File: src/rtl/mc_step_sched_pkg.sv
// Shared types and constants for the mc_step_sched channel sequencer.
package mc_pkg;

  localparam int MAX_PORTS = 32;

  localparam int DEF_CH_W  = 6;
  localparam int DEF_TM_W  = 24;
  localparam int DEF_RPT_W = 16;

  typedef enum logic [1:0] {
    ST_IDLE = 2'd0,
    ST_ON   = 2'd1,
    ST_GAP  = 2'd2,
    ST_DONE = 2'd3
  } mc_state_e;

endpackage

File: src/rtl/mc_step_timer.sv
// Loadable down-counter shared by the ON and GAP phases; zero_o marks the final cycle.
module mc_step_timer #(
  parameter int TM_W = 24
) (
  input  logic            io_clk,
  input  logic            io_rst,
  input  logic            load_i,
  input  logic [TM_W-1:0] load_val_i,
  output logic            zero_o
);

  logic [TM_W-1:0] cnt_q, cnt_d;

  always_comb begin
    cnt_d = cnt_q;
    if (load_i) begin
      cnt_d = load_val_i;
    end else if (cnt_q != '0) begin
      cnt_d = cnt_q - TM_W'(1);
    end
  end

  always_ff @(posedge io_clk) begin
    if (io_rst) begin
      cnt_q <= '0;
    end else begin
      cnt_q <= cnt_d;
    end
  end

  assign zero_o = (cnt_q == '0);

endmodule

File: src/rtl/mc_step_sched.sv
// Timed channel-step scheduler: walks channels 0..portNo-1 for RptNo rounds.
// Define MC_STEP_SCHED_RETRIG_EN to let io_catch restart a run that is in progress.
//
// state | meaning
// IDLE  | waiting for io_catch
// ON    | ctrl valid, on-time timer running
// GAP   | idle gap between steps, gap timer running
// DONE  | single-cycle completion pulse
module mc_step_sched
  import mc_pkg::*;
#(
  parameter int CH_W  = DEF_CH_W,
  parameter int TM_W  = DEF_TM_W,
  parameter int RPT_W = DEF_RPT_W
) (
  input  logic             io_clk,
  input  logic             io_rst,
  input  logic             io_catch,
  input  logic             io_abort,
  input  logic [CH_W-1:0]  io_portNo,
  input  logic [RPT_W-1:0] io_RptNo,
  input  logic [TM_W-1:0]  io_onTime,
  input  logic [TM_W-1:0]  io_gapTime,
  output logic [CH_W-1:0]  ctrl,
  output logic             ctrl_valid,
  output logic             io_stepStart,
  output logic             io_busy,
  output logic             io_done,
  output logic [RPT_W-1:0] io_round
);

  mc_state_e        state_q, state_d;
  logic [CH_W-1:0]  ctrl_q, ctrl_d;
  logic [RPT_W-1:0] round_q, round_d;
  logic             step_q, step_d;

  logic [CH_W-1:0]  port_q;
  logic [RPT_W-1:0] rpt_q;
  logic [TM_W-1:0]  on_m1_q;
  logic [TM_W-1:0]  gap_q;

  logic             start, cfg_ld, tmr_load, tmr_zero;
  logic [TM_W-1:0]  tmr_val;
  logic [CH_W-1:0]  port_eff, nxt_ctrl;
  logic [RPT_W-1:0] nxt_round;
  logic [TM_W-1:0]  on_in_m1;
  logic             wrap, last;

  assign port_eff = (io_portNo > CH_W'(MAX_PORTS)) ? CH_W'(MAX_PORTS) : io_portNo;
  assign on_in_m1 = (io_onTime == '0) ? '0 : io_onTime - TM_W'(1);

  assign wrap      = (ctrl_q == port_q - CH_W'(1));
  assign last      = wrap && (round_q == rpt_q - RPT_W'(1));
  assign nxt_ctrl  = wrap ? '0 : ctrl_q + CH_W'(1);
  assign nxt_round = wrap ? round_q + RPT_W'(1) : round_q;

`ifdef MC_STEP_SCHED_RETRIG_EN
  assign start = io_catch;
`else
  assign start = io_catch && (state_q == ST_IDLE);
`endif

  always_comb begin
    state_d  = state_q;
    ctrl_d   = ctrl_q;
    round_d  = round_q;
    step_d   = 1'b0;
    cfg_ld   = 1'b0;
    tmr_load = 1'b0;
    tmr_val  = on_m1_q;
    if (io_abort) begin
      state_d = ST_IDLE;
      ctrl_d  = '0;
      round_d = '0;
    end else if (start) begin
      // Decide from the live inputs; the latched copy is not valid until next cycle
      cfg_ld  = 1'b1;
      ctrl_d  = '0;
      round_d = '0;
      if (port_eff == '0 || io_RptNo == '0) begin
        state_d = ST_DONE;
      end else begin
        state_d  = ST_ON;
        step_d   = 1'b1;
        tmr_load = 1'b1;
        tmr_val  = on_in_m1;
      end
    end else begin
      case (state_q)
        ST_ON: begin
          if (tmr_zero) begin
            if (gap_q != '0) begin
              state_d  = ST_GAP;
              tmr_load = 1'b1;
              tmr_val  = gap_q - TM_W'(1);
            end else if (last) begin
              state_d = ST_DONE;
            end else begin
              step_d   = 1'b1;
              tmr_load = 1'b1;
              ctrl_d   = nxt_ctrl;
              round_d  = nxt_round;
            end
          end
        end
        ST_GAP: begin
          if (tmr_zero) begin
            if (last) begin
              state_d = ST_DONE;
            end else begin
              state_d  = ST_ON;
              step_d   = 1'b1;
              tmr_load = 1'b1;
              ctrl_d   = nxt_ctrl;
              round_d  = nxt_round;
            end
          end
        end
        ST_DONE: begin
          state_d = ST_IDLE;
          ctrl_d  = '0;
          round_d = '0;
        end
        default: ;
      endcase
    end
  end

  always_ff @(posedge io_clk) begin
    if (io_rst) begin
      state_q <= ST_IDLE;
      ctrl_q  <= '0;
      round_q <= '0;
      step_q  <= 1'b0;
      port_q  <= '0;
      rpt_q   <= '0;
      on_m1_q <= '0;
      gap_q   <= '0;
    end else begin
      state_q <= state_d;
      ctrl_q  <= ctrl_d;
      round_q <= round_d;
      step_q  <= step_d;
      if (cfg_ld) begin
        port_q  <= port_eff;
        rpt_q   <= io_RptNo;
        on_m1_q <= on_in_m1;
        gap_q   <= io_gapTime;
      end
    end
  end

  mc_step_timer #(.TM_W(TM_W)) u_timer (
    .io_clk     (io_clk),
    .io_rst     (io_rst),
    .load_i     (tmr_load),
    .load_val_i (tmr_val),
    .zero_o     (tmr_zero)
  );

  assign ctrl         = ctrl_q;
  assign ctrl_valid   = (state_q == ST_ON);
  assign io_stepStart = step_q;
  assign io_busy      = (state_q != ST_IDLE);
  assign io_done      = (state_q == ST_DONE);
  assign io_round     = round_q;

endmodule

File: config.mk
export PLATFORM = sky130hd
export DESIGN_NAME = mc_step_sched
export DESIGN_NICKNAME = d
export VERILOG_FILES = /design/src/rtl/mc_step_sched_pkg.sv /design/src/rtl/mc_step_timer.sv /design/src/rtl/mc_step_sched.sv
export SDC_FILE = /design/constraint.sdc
export NUM_CORES = 1
export LEC_CHECK = 0
export CORE_UTILIZATION = 45
export CTS_BUF_LIST = sky130_fd_sc_hd__clkbuf_8
export DETAILED_ROUTE_END_ITERATION = 16
export DONT_BUFFER_PORTS = 1
export PLACE_DENSITY_LB_ADDON = 0.08
export SETUP_SLACK_MARGIN = 0.05
export SLEW_MARGIN = 10
export SYNTH_ARGS = -nofsm -noshare
export SYNTH_HDL_FRONTEND = slang
export SYNTH_SLANG_ARGS = --single-unit
File: constraint.sdc
create_clock -name io_clk -period 4.7 [get_ports io_clk]
set_clock_uncertainty 0.15 [all_clocks]
set_input_delay 0.235 -clock io_clk [delete_from_list [all_inputs] [get_ports io_clk]]
set_output_delay 0.235 -clock io_clk [all_outputs]
set_load 0.02 [all_outputs]
==> summary.md <==
| Metric | Value |
|---|---|
| Net Count, Synth | `1053` |
| Initial Utilization | `0.460` |
| # setup viols final | `0` |
| Commonest non-fill, non-tap cell in the layout | `nand2_1` |
| Hold WC Path Type | `input port to register` |
| Critical path data required time | `4.94 ns` |
| Final std cell area, no fill | `0.00853 mm²` |
| Hold Vio Cnt, Final | `0` |
| Die H | `129 µm` |
| Fmax | `267 MHz` |
| Fin crit share | `0.796` |
| PortBufs | `0` |
| Setup crit start | `rpt_q[0]$_SDFFE_PP0P_` |
| Placer Congestion | `0.876` |
| Busiest grt layer | `met2` |
| CTS tree | `built` |
| Flop2flop setup slack | `0.96 ns` |
| Setup Total Neg Slack | `0 ns` |
| First-pass detailed-route iteration total | `5` |
| Hold path endpoint | `on_m1_q[4]$_SDFFE_PP0P_` |
| Minimum clock period | `3.74 ns` |
| Die extent in x | `129 µm` |
| Clock Latency Late Sink | `0.46 ns` |
| Synth Cell Area | `0.00727 mm²` |
| Peak VDD IR | `0.218 mV` |
| Worst Hold Depth | `4` |
| Sequential fraction of the synthesis area | `0.327` |
| Pwr Density | `351 mW/mm²` |
| Synth Instances | `965` |
| Total gr overflow | `0` |
| Largest net degree at the start of global routing | `96` |
| Synthesized flop and latch total | `119` |
| Hold Worst Slack | `0.0313 ns` |
| Fillers | `1560` |
| Row count | `46` |
| Post-synth EDFFs | `0` |
| Post-DP HPWL | `14800 µm` |
| Setup WS pre-CTS | `0.983 ns` |
| # H-tree levels | `4` |
| Post-Route WL | `21100 µm` |
| Most used DFF post-synth | `dfxtp_1` |
| Die ar. | `0.0167 mm²` |
| Share of layout cells above drive strength 1 | `0.0607` |
| Grt met3 use | `0.0570` |
| Core area | `0.0158 mm²` |
| Nets | `1096` |
| Worst reg-to-reg path cell count | `11` |
| Async SR Flop Fraction | `0` |
| Total power | `2.99 mW` |
| DR WL/cell | `17.1 µm` |
| Drt drc | `0` |
| Grt met2 use | `0.388` |
| Worst setup SP type | `register` |
| Reg2reg end | `io_round[6]$_SDFFE_PP0P_` |
| GRT Util Overall | `0.258` |
| I/O Pins | `100` |
| First-pass GRT wire length | `33200 µm` |
| Root Buffer | `clkbuf_8` |
| CP Class | `register to register` |
| Total CTS buffers | `17` |
| Vias in the first global route | `6457` |
| Highest-count cells in the layout ignoring fill and taps | `nand2_1 (156), dfxtp_1 (119), a21oi_1 (111), nor2_1 (80), dlygate4sd3_1 (71)` |
| CP Max Fanout | `14` |
| Slew Limit Fails | `0` |
| CTS sink count | `119` |
| Yosys cell types | `66` |
| P_leak | `3.10 nW` |
| Initial antenna violation count | `0` |
| Slew HR | `0.240` |
| FF+latch area | `0.00238 mm²` |
| Worst EP arrival | `3.98 ns` |
| Clock-pin slew of the registers on the worst-case setup and hold paths | `0.08 ns` |
| RSZ-0062 raised after global routing | `no` |
| Diodes inserted | `0` |
| Setup crit end kind | `register` |
| Vias | `7076` |
| Resize count post-CTS | `0` |
| 1st-iter DRT viols | `617` |
| Hold Path Origin | `io_onTime[4]` |
| Area after DPL | `0.00739 mm²` |
| CTS Buffer Depth | `2` |
| Worst slew pin tran | `1.14 ns` |
| Met1 Usage GRT | `0.361` |
| Count of max-cap constraint violations | `0` |
| Status | `complete, no violations` |
| Setup WS post-layout | `0.957 ns` |
| Vias per cell | `5.72` |
| Synth-to-layout area growth | `17.2%` |
| Yosys warns | `0` |
| Syn Area/Cell | `7.54 µm²` |
| Worst R2R Start | `rpt_q[0]$_SDFFE_PP0P_` |
| Multi-input gate area in the final layout | `0.00461 mm²` |
| DRT antenna net count | `0` |
==> cell usage after synthesis (all sizes together), types with 4 or more instances <==
library cell / count / area share
a211oi: 12 / 0.014
a21oi: 112 / 0.078
a221oi: 5 / 0.0060
a22oi: 6 / 0.0062
and3: 4 / 0.0034
buf: 9 / 0.0072
clkbuf: 47 / 0.024
dfxtp: 119 / 0.33
ha: 14 / 0.024
inv: 17 / 0.0088
mux2i: 11 / 0.015
nand2: 156 / 0.080
nand2b: 7 / 0.0060
nand3: 34 / 0.025
nand3b: 9 / 0.0093
nand4: 8 / 0.0069
nor2: 81 / 0.042
nor2b: 5 / 0.0043
nor3: 47 / 0.032
nor3b: 4 / 0.0041
nor4: 24 / 0.022
nor4b: 6 / 0.0072
o21ai: 32 / 0.024
o31ai: 23 / 0.024
or2: 4 / 0.0034
or3: 20 / 0.017
or4: 21 / 0.022
xnor2: 48 / 0.058
xor2: 39 / 0.047
==> worst max path at each step <==
stage / end / slack [ns] / depth (start not counted)
6_report: io_round[6]$_SDFFE_PP0P_ / 0.96 / 11
5_1_grt: io_round[6]$_SDFFE_PP0P_ / 0.58 / 11
4_1_cts: io_round[6]$_SDFFE_PP0P_ / 0.95 / 11
3_5_place_dp: io_round[6]$_SDFFE_PP0P_ / 0.98 / 11
3_3_place_gp: io_round[9]$_SDFFE_PP0P_ / 1.13 / 8
2_1_floorplan: u_timer.cnt_q[1]$_SDFFE_PP0P_ / 1.38 / 13
==> report_power, final <==
group          switching [mW]  internal (mW)
combinational           0.478          0.354
sequential             0.0992           1.10
clock                   0.501          0.456
total                    1.08           1.91
==> repair_timing <==
item | CTS | global route
hold buffers | 72 | 0
buffers inserted | 0 | 0
hold endpoints to repair | 99 | 0
==> state kept, by name, summed over array words and instances, names as in the netlist <==
signal	flops
gap_q	24
on_m1_q	24
u_timer.cnt_q	24
io_round	16
rpt_q	16
ctrl	6
port_q	6
state_q	2
io_stepStart	1
==> area by class of cell <==
cell class,instances,area share
flip-flops and latches,119,0.279
repair buffers,80,0.0936
clock buffers,18,0.0291
multi-input cells,773,0.541
clock inverters,14,0.0176
inverters,17,0.00748
well taps,216,0.0317
==> kinds of logic (layout without fill, tap and decap cells) <==
logic type      count (synthesis)  in the layout  synth area share
simple gates                  441            441             0.298
mux                            11             11            0.0151
xor+xnor                       87             87             0.105
buf+inv                        73            129            0.0402
flops                         119            119             0.327
fa+ha+maj                      14             14            0.0241
compound gates                220            220             0.190
==> metrics by stage <==
stage,utilization,instances
floorplan,-,965
global placement,0.467,1133
detailed placement,0.467,1133
CTS,0.539,1237
global route,0.539,1237
finish,0.539,1237
==> layer usage <==
| layer | share of wire | routed length, µm |
|---|---|---|
| met1 | 0.48 | 10200 |
| met2 | 0.44 | 9360 |
| met3 | 0.061 | 1280 |
| met4 | 0.016 | 332 |
| met5 | 0 | 0 |
==> critical path: stages, from the launching register on <==
cell and delay [ns]:
dfxtp_1 0.36, inv_1 0.08, ha_1 0.19, or3b_2 0.55, nor4b_1 0.36, xnor2_1 0.17
nand4_1 0.11, a211oi_1 0.53, a21boi_2 0.17, o21ai_1 0.65, o21ai_0 0.20, a21oi_1 0.15
(Power assumes the default switching activity.)
